### src/rtl/icache_pkg.sv
// Shared types and width helpers for the instruction cache refill block.
package icache_pkg;

  // Refill controller states.
  typedef enum logic [1:0] {
    ST_IDLE = 2'd0,
    ST_REQ  = 2'd1,
    ST_FILL = 2'd2,
    ST_ERR  = 2'd3
  } state_t;

  // Byte-offset width of a line (word select plus the two byte bits).
  function automatic int calc_off_w(input int line_words);
    return $clog2(line_words * 4);
  endfunction

  // Line index width.
  function automatic int calc_idx_w(input int lines);
    return $clog2(lines);
  endfunction

  // Tag width: whatever address bits remain above index and offset.
  function automatic int calc_tag_w(input int addr_w, input int lines, input int line_words);
    return addr_w - calc_idx_w(lines) - calc_off_w(line_words);
  endfunction

endpackage

### src/rtl/icache_data_ram.sv
// Instruction data store: one write port used by the refill engine,
// one asynchronous read port used by the zero-latency fetch lookup.
module icache_data_ram #(
  parameter int DEPTH = 64,
  parameter int AW    = 6
) (
  input  logic          CLK,
  input  logic          we,
  input  logic [AW-1:0] waddr,
  input  logic [31:0]   wdata,
  input  logic [AW-1:0] raddr,
  output logic [31:0]   rdata
);

  logic [31:0] mem [DEPTH];

  // Refill beats land here one word per cycle.
  always_ff @(posedge CLK) begin
    if (we) begin
      mem[waddr] <= wdata;
    end
  end

  assign rdata = mem[raddr];

endmodule

### src/rtl/icache_refill.sv
// Direct-mapped instruction cache with a single outstanding line refill.
// Optional statistics counters are built when ICACHE_STATS_EN is defined;
// otherwise HIT_CNT and MISS_CNT are constant zero.
module icache_refill
  import icache_pkg::*;
#(
  parameter int LINES      = 16,
  parameter int LINE_WORDS = 4,
  parameter int ADDR_W     = 64
) (
  input  logic              CLK,
  input  logic              RESET,
  input  logic [ADDR_W-1:0] FE_PC,
  input  logic              FE_REQ,
  output logic              FE_HIT,
  output logic [31:0]       FE_INSTR,
  output logic              FE_IAF,
  input  logic              FLUSH,
  output logic              MEM_REQ,
  output logic [ADDR_W-1:0] MEM_ADDR,
  input  logic              MEM_ACK,
  input  logic              MEM_RVALID,
  input  logic [31:0]       MEM_RDATA,
  input  logic              MEM_ERR,
  output logic [31:0]       HIT_CNT,
  output logic [31:0]       MISS_CNT
);

  localparam int OFF_W  = calc_off_w(LINE_WORDS);
  localparam int IDX_W  = calc_idx_w(LINES);
  localparam int TAG_W  = calc_tag_w(ADDR_W, LINES, LINE_WORDS);
  localparam int WSEL_W = OFF_W - 2;
  localparam int LNUM_W = ADDR_W - OFF_W;
  localparam int RAM_AW = IDX_W + WSEL_W;
  localparam logic [WSEL_W-1:0] LAST_BEAT = WSEL_W'(LINE_WORDS - 1);

  state_t              state_reg, state_next;
  logic [WSEL_W-1:0]   beat_reg, beat_next;
  logic [LNUM_W-1:0]   line_num_reg, line_num_next;
  logic                mem_req_reg, mem_req_next;
  logic                flush_pend_reg, flush_pend_next;

  logic                ram_we;
  logic                fill_set_valid;
  logic                miss_start;

  logic [LINES-1:0]    valid_vec;
  logic [TAG_W-1:0]    tag_mem [LINES];

  logic [IDX_W-1:0]    pc_idx;
  logic [TAG_W-1:0]    pc_tag;
  logic [WSEL_W-1:0]   pc_wsel;
  logic [LNUM_W-1:0]   pc_line;
  logic                pc_aligned;
  logic                lookup_hit;
  logic                in_line;
  logic [IDX_W-1:0]    fill_idx;
  logic [TAG_W-1:0]    fill_tag;
  logic [31:0]         ram_rdata;

  assign pc_idx     = FE_PC[OFF_W +: IDX_W];
  assign pc_tag     = FE_PC[ADDR_W-1 -: TAG_W];
  assign pc_wsel    = FE_PC[2 +: WSEL_W];
  assign pc_line    = FE_PC[ADDR_W-1:OFF_W];
  assign pc_aligned = (FE_PC[1:0] == 2'b00);

  assign fill_idx = line_num_reg[IDX_W-1:0];
  assign fill_tag = line_num_reg[LNUM_W-1:IDX_W];
  assign in_line  = (pc_line == line_num_reg);

  // A faulted line blocks every hit until the fetch stage moves on.
  assign lookup_hit = valid_vec[pc_idx] && (tag_mem[pc_idx] == pc_tag) &&
                      pc_aligned && (state_reg != ST_ERR);

  assign FE_HIT   = FE_REQ && lookup_hit;
  assign FE_INSTR = FE_HIT ? ram_rdata : 32'd0;
  assign FE_IAF   = (state_reg == ST_ERR) && FE_REQ && in_line;
  assign MEM_REQ  = mem_req_reg;
  assign MEM_ADDR = {line_num_reg, {OFF_W{1'b0}}};

  icache_data_ram #(
    .DEPTH(LINES * LINE_WORDS),
    .AW   (RAM_AW)
  ) u_data_ram (
    .CLK  (CLK),
    .we   (ram_we),
    .waddr({fill_idx, beat_reg}),
    .wdata(MEM_RDATA),
    .raddr({pc_idx, pc_wsel}),
    .rdata(ram_rdata)
  );

  // Controller state, latched line and bus request register.
  always_ff @(posedge CLK or posedge RESET) begin
    if (RESET) begin
      state_reg      <= ST_IDLE;
      beat_reg       <= '0;
      line_num_reg   <= '0;
      mem_req_reg    <= 1'b0;
      flush_pend_reg <= 1'b0;
    end else begin
      state_reg      <= state_next;
      beat_reg       <= beat_next;
      line_num_reg   <= line_num_next;
      mem_req_reg    <= mem_req_next;
      flush_pend_reg <= flush_pend_next;
    end
  end

  // Next-state logic and per-cycle strobes for the refill engine.
  always_comb begin
    state_next      = state_reg;
    beat_next       = beat_reg;
    line_num_next   = line_num_reg;
    mem_req_next    = mem_req_reg;
    flush_pend_next = flush_pend_reg;
    ram_we          = 1'b0;
    fill_set_valid  = 1'b0;
    miss_start      = 1'b0;

    case (state_reg)
      ST_IDLE: begin
        if (FE_REQ && !lookup_hit && pc_aligned && !FLUSH) begin
          state_next      = ST_REQ;
          line_num_next   = pc_line;
          mem_req_next    = 1'b1;
          flush_pend_next = 1'b0;
          miss_start      = 1'b1;
        end
      end
      ST_REQ: begin
        if (FLUSH) begin
          flush_pend_next = 1'b1;
        end
        if (MEM_ACK) begin
          state_next   = ST_FILL;
          beat_next    = '0;
          mem_req_next = 1'b0;
        end
      end
      ST_FILL: begin
        if (FLUSH) begin
          flush_pend_next = 1'b1;
        end
        if (MEM_RVALID) begin
          if (MEM_ERR) begin
            // Remaining beats are dropped by the bus; nothing more to wait for.
            state_next = ST_ERR;
            beat_next  = '0;
          end else begin
            ram_we = 1'b1;
            if (beat_reg == LAST_BEAT) begin
              state_next     = ST_IDLE;
              beat_next      = '0;
              // A flush seen at any point of the fill, including this beat, wins.
              fill_set_valid = !flush_pend_reg && !FLUSH;
            end else begin
              beat_next = beat_reg + 1'b1;
            end
          end
        end
      end
      ST_ERR: begin
        if (!FE_REQ || !in_line || FLUSH) begin
          state_next = ST_IDLE;
        end
      end
      default: begin
        state_next = ST_IDLE;
      end
    endcase
  end

  // Tag store: written once the whole line has arrived cleanly.
  always_ff @(posedge CLK) begin
    if (fill_set_valid) begin
      tag_mem[fill_idx] <= fill_tag;
    end
  end

  // One valid bit per line; the victim line is invalidated as its refill starts.
  for (genvar gi = 0; gi < LINES; gi++) begin : g_valid
    logic valid_bit_reg;

    always_ff @(posedge CLK or posedge RESET) begin
      if (RESET) begin
        valid_bit_reg <= 1'b0;
      end else if (FLUSH) begin
        valid_bit_reg <= 1'b0;
      end else if (fill_set_valid && (fill_idx == IDX_W'(gi))) begin
        valid_bit_reg <= 1'b1;
      end else if (miss_start && (pc_idx == IDX_W'(gi))) begin
        valid_bit_reg <= 1'b0;
      end
    end

    assign valid_vec[gi] = valid_bit_reg;
  end

`ifdef ICACHE_STATS_EN
  logic [31:0] hit_cnt_reg;
  logic [31:0] miss_cnt_reg;

  // Free-running statistics, wrapping modulo 2^32.
  always_ff @(posedge CLK or posedge RESET) begin
    if (RESET) begin
      hit_cnt_reg  <= '0;
      miss_cnt_reg <= '0;
    end else begin
      if (FE_HIT) begin
        hit_cnt_reg <= hit_cnt_reg + 32'd1;
      end
      if (miss_start) begin
        miss_cnt_reg <= miss_cnt_reg + 32'd1;
      end
    end
  end

  assign HIT_CNT  = hit_cnt_reg;
  assign MISS_CNT = miss_cnt_reg;
`else
  assign HIT_CNT  = 32'd0;
  assign MISS_CNT = 32'd0;
`endif

endmodule

### config.mk
export PLATFORM = sky130hd
export DESIGN_NAME = icache_refill
export DESIGN_NICKNAME = d
export VERILOG_FILES = /design/src/rtl/icache_pkg.sv /design/src/rtl/icache_data_ram.sv /design/src/rtl/icache_refill.sv
export SDC_FILE = /design/constraint.sdc
export NUM_CORES = 2
export LEC_CHECK = 0
export ABC_AREA = 1
export BUFFER_PORTS_ARGS = -buffer_cell sky130_fd_sc_hd__buf_2
export CAP_MARGIN = 40
export CORE_MARGIN = 5
export CORE_UTILIZATION = 40
export CTS_BUF_LIST = sky130_fd_sc_hd__clkbuf_16
export CTS_CLUSTER_SIZE = 10
export DETAILED_ROUTE_END_ITERATION = 12
export GPL_ROUTABILITY_DRIVEN = 0
export HOLD_SLACK_MARGIN = 0.1
export SYNTH_ARGS = -nofsm -noshare
export SYNTH_HDL_FRONTEND = slang
export SYNTH_HIERARCHICAL = 1
export SYNTH_SLANG_ARGS = --single-unit
### constraint.sdc
create_clock -name CLK -period 7 [get_ports CLK]
set_input_delay 0.7 -clock CLK [delete_from_list [all_inputs] [get_ports CLK]]
set_output_delay 0.7 -clock CLK [all_outputs]
set_load 0.01 [all_outputs]
==> flow_metrics.env <==
export IMPL_layout_min_cycle_time_ns=5.92
export IMPL_numCtsBuffers=346
export IMPL_die_area_um2=323000
export IMPL_remaining_drc_errors=0
export IMPL_power_frac_comb=0.091
export IMPL_initial_core_util=0.403
export IMPL_grt_pass1_wl_mm=543
export IMPL_critPathKind="input port to output pin"
export IMPL_drv_slew=0
export IMPL_setup_violations=0
export IMPL_cts_max_level=5
export IMPL_syn_inst=10933
export IMPL_p_int_uw=30700
export IMPL_period_share=0.846
export IMPL_max_slew_margin=0.315
export IMPL_p_leak_uw=0.0524
export IMPL_largest_register_ffs=2048
export IMPL_syn_avg_cell_area_um2=11.4
export IMPL_drt_iter0_drc=10297
export IMPL_clock_latency_ns=0.92
export IMPL_rsz0062_at_grt="false"
export IMPL_synth_edff_count=2944
export IMPL_fillCellCount=27764
export IMPL_finalSetupTns_ns=0
export IMPL_track_usage=0.222
export IMPL_power_density_nw_per_um2=293
export IMPL_clockPowerShare=0.384
export IMPL_hp_class="input port to flip-flop"
export IMPL_outcome="finished clean"
export IMPL_cts_resized_gates=0
export IMPL_rows=204
export IMPL_layout_common_cells="nand2_1, edfxtp_1, nand3_1"
export IMPL_start_kind="input port"
export IMPL_netSwitchingPower_uw=10600
export IMPL_drt_total_wl_mm=372
export IMPL_die_w_um=568
export IMPL_fmax_mhz=169
export IMPL_critPathMaxFanout=46
export IMPL_clk_path_buf_depth=4
export IMPL_required_ns=6.30
export IMPL_synth_flop_cell="edfxtp_1"
export IMPL_switching_share=0.257
export IMPL_numPortBuffers=197
export IMPL_fin_util=0.456
export IMPL_layout_drive_gt1_share=0.0827
export IMPL_core_area_um2=309000
export IMPL_vias=84534
export IMPL_arrival_ns=5.22
export IMPL_worst_setup_path_end_kind="output pin"
export IMPL_syn_area_um2=125000
export IMPL_asyncSetResetFlopFracSynth=0.0271
export IMPL_cts_root_buf="clkbuf_16"
export IMPL_first_pass_iters=6
export IMPL_yosysSeqAreaShare=0.726
export IMPL_worst_pin_slew_ns=1.03
export IMPL_ios=266
export IMPL_cts_tree="done"
export IMPL_nets=11235
export IMPL_cap_violations=0
export IMPL_syn2layout_area_growth_pct=13.2
export IMPL_cts_hold_buffers=33
export IMPL_ir_drop_v=0.000208
export IMPL_seq_power_share=0.525
export IMPL_final_common_cell="nand2_1"
export IMPL_ant_nets=0
export IMPL_vias_per_cell=5.50
export IMPL_clkSinkCount=3026
export IMPL_yosysUniqueCellTypes=42
export IMPL_antenna_found_initial=15
export IMPL_dp_hpwl_mm=204
export IMPL_fin_skew_ns=0.102
export IMPL_gr_total_overflow=0
export IMPL_post_cts_buffers=0
export IMPL_clk_pin_slew_worst_paths_ns=0.06
export IMPL_yosys_warnings=6
export IMPL_die_h_um=568
export IMPL_wl_per_cell_um=24.2
export IMPL_grt_max_degree=187
export IMPL_hold_viol=0
export IMPL_grt_pass1_vias=79619
export IMPL_synth_seq_cells=3026
## logic make-up after synthesis
group                      share of synthesized area
AOI/OAI and AO/OA                             0.0104
xor gates and xnor gates                     0.00162
adders and majority gates                   0.000502
buffers and inverters                         0.0343
DFF                                            0.726
other                                      0.0000301
and+or+nand+nor                                0.227
## power groups by stage
stage | Clock [uW] | Combinational (uW) | Sequential [uW]
global route | 16900 | 4060 | 21800
floorplan | 0 | 1780 | 21800
finish | 15900 | 3780 | 21700
global placement | 0 | 3610 | 22000
CTS | 16100 | 3760 | 21700
detailed placement | 0 | 3730 | 22100
## worst max-delay path, cell delays in order
cell	delay (ns)
buf_2	0.19
buf_4	0.53
nor2_4	0.24
buf_12	0.31
nand2_1	0.12
nand2_1	0.12
o21ai_0	0.58
nand2_1	0.12
nor2_1	0.12
nand2_1	0.17
nor2_1	0.22
nand2_1	0.09
nor2_2	0.13
nand2_4	0.15
nor2_1	0.55
clkinv_1	0.14
buf_4	0.30
nor2_1	0.18
buf_2	0.15
## metrics by stage
| step | worst slack (ns) | cell area (um^2) | std cells | total power [uW] | hold slack, ns |
|---|---|---|---|---|---|
| final | 1.08 | 141000 | 15379 | 41400 | 0.168 |
| after global routing | 0.945 | 141000 | 15373 | 42700 | 0.124 |
| after CTS | 1.23 | 141000 | 15371 | 41600 | 0.104 |
| after detailed placement | 1.24 | 131000 | 14866 | 25800 | 0.466 |
| after global placement | 1.22 | 130000 | 14816 | 25600 | 0.473 |
| after floorplan | 1.83 | 125000 | 11000 | 23600 | 0.443 |
## synth_stat cells (10+ instances only)
cell      instances  share of area
edfxtp_1       2944           0.71
buf_4           121         0.0073
dfrtp_1          82          0.016
nand2_1        4457           0.13
a31oi_1          12        0.00060
xor2_1           15         0.0011
buf_2           391          0.016
o21bai_1         20         0.0012
nand3_1        2017          0.081
a22oi_1          10        0.00060
nand4_1          43         0.0022
buf_6            11        0.00099
a21oi_1          24        0.00096
buf_1            53         0.0016
o22ai_1          26         0.0013
inv_1           146         0.0044
clkbuf_1        123         0.0037
o21ai_1          24        0.00096
nor2_1          245         0.0074
o21ai_0         102         0.0041
nor4_1           19        0.00095
## final timing paths
check	from	endpoint	slack (ns)	cells after the start
min in group asynchronous	RESET	line_num_reg[12]	0.35	3
worst min register to register	flush_pend_reg	flush_pend_reg	0.48	2
worst min-delay path	FE_PC[11]	line_num_reg[7]	0.17	3
max in group asynchronous	RESET	g_valid[10].valid_bit_reg	5.54	5
worst max-delay path	FE_PC[7]	FE_INSTR[24]	1.08	19
worst max register to register	state_reg[0]	tag_mem[0][1]	2.51	12
## per-layer routing
metal,share of wire,GRT usage,vias to the layer above,routed length (um)
met5,0.00024,0,-,90
met3,0.092,0.0388,701,34100
met1,0.41,0.313,41684,152000
met4,0.033,0.0697,14,12300
met2,0.46,0.354,4154,173000
li1,-,-,37981,-
## area by class of cell
| class | instances | area [um^2] | share of cell area |
|---|---|---|---|
| Antenna cell | 8 | 20.0 | 0.000142 |
| Clock buffer | 348 | 8710 | 0.0618 |
| Clock inverter | 124 | 925 | 0.00656 |
| Inverter | 154 | 632 | 0.00448 |
| Multi-Input combinational cell | 7119 | 30700 | 0.218 |
| Sequential cell | 3026 | 90500 | 0.642 |
| Tap cell | 4120 | 5150 | 0.0366 |
| Timing Repair Buffer | 480 | 4400 | 0.0312 |
Note: power is estimated with default switching activity, not from simulation.
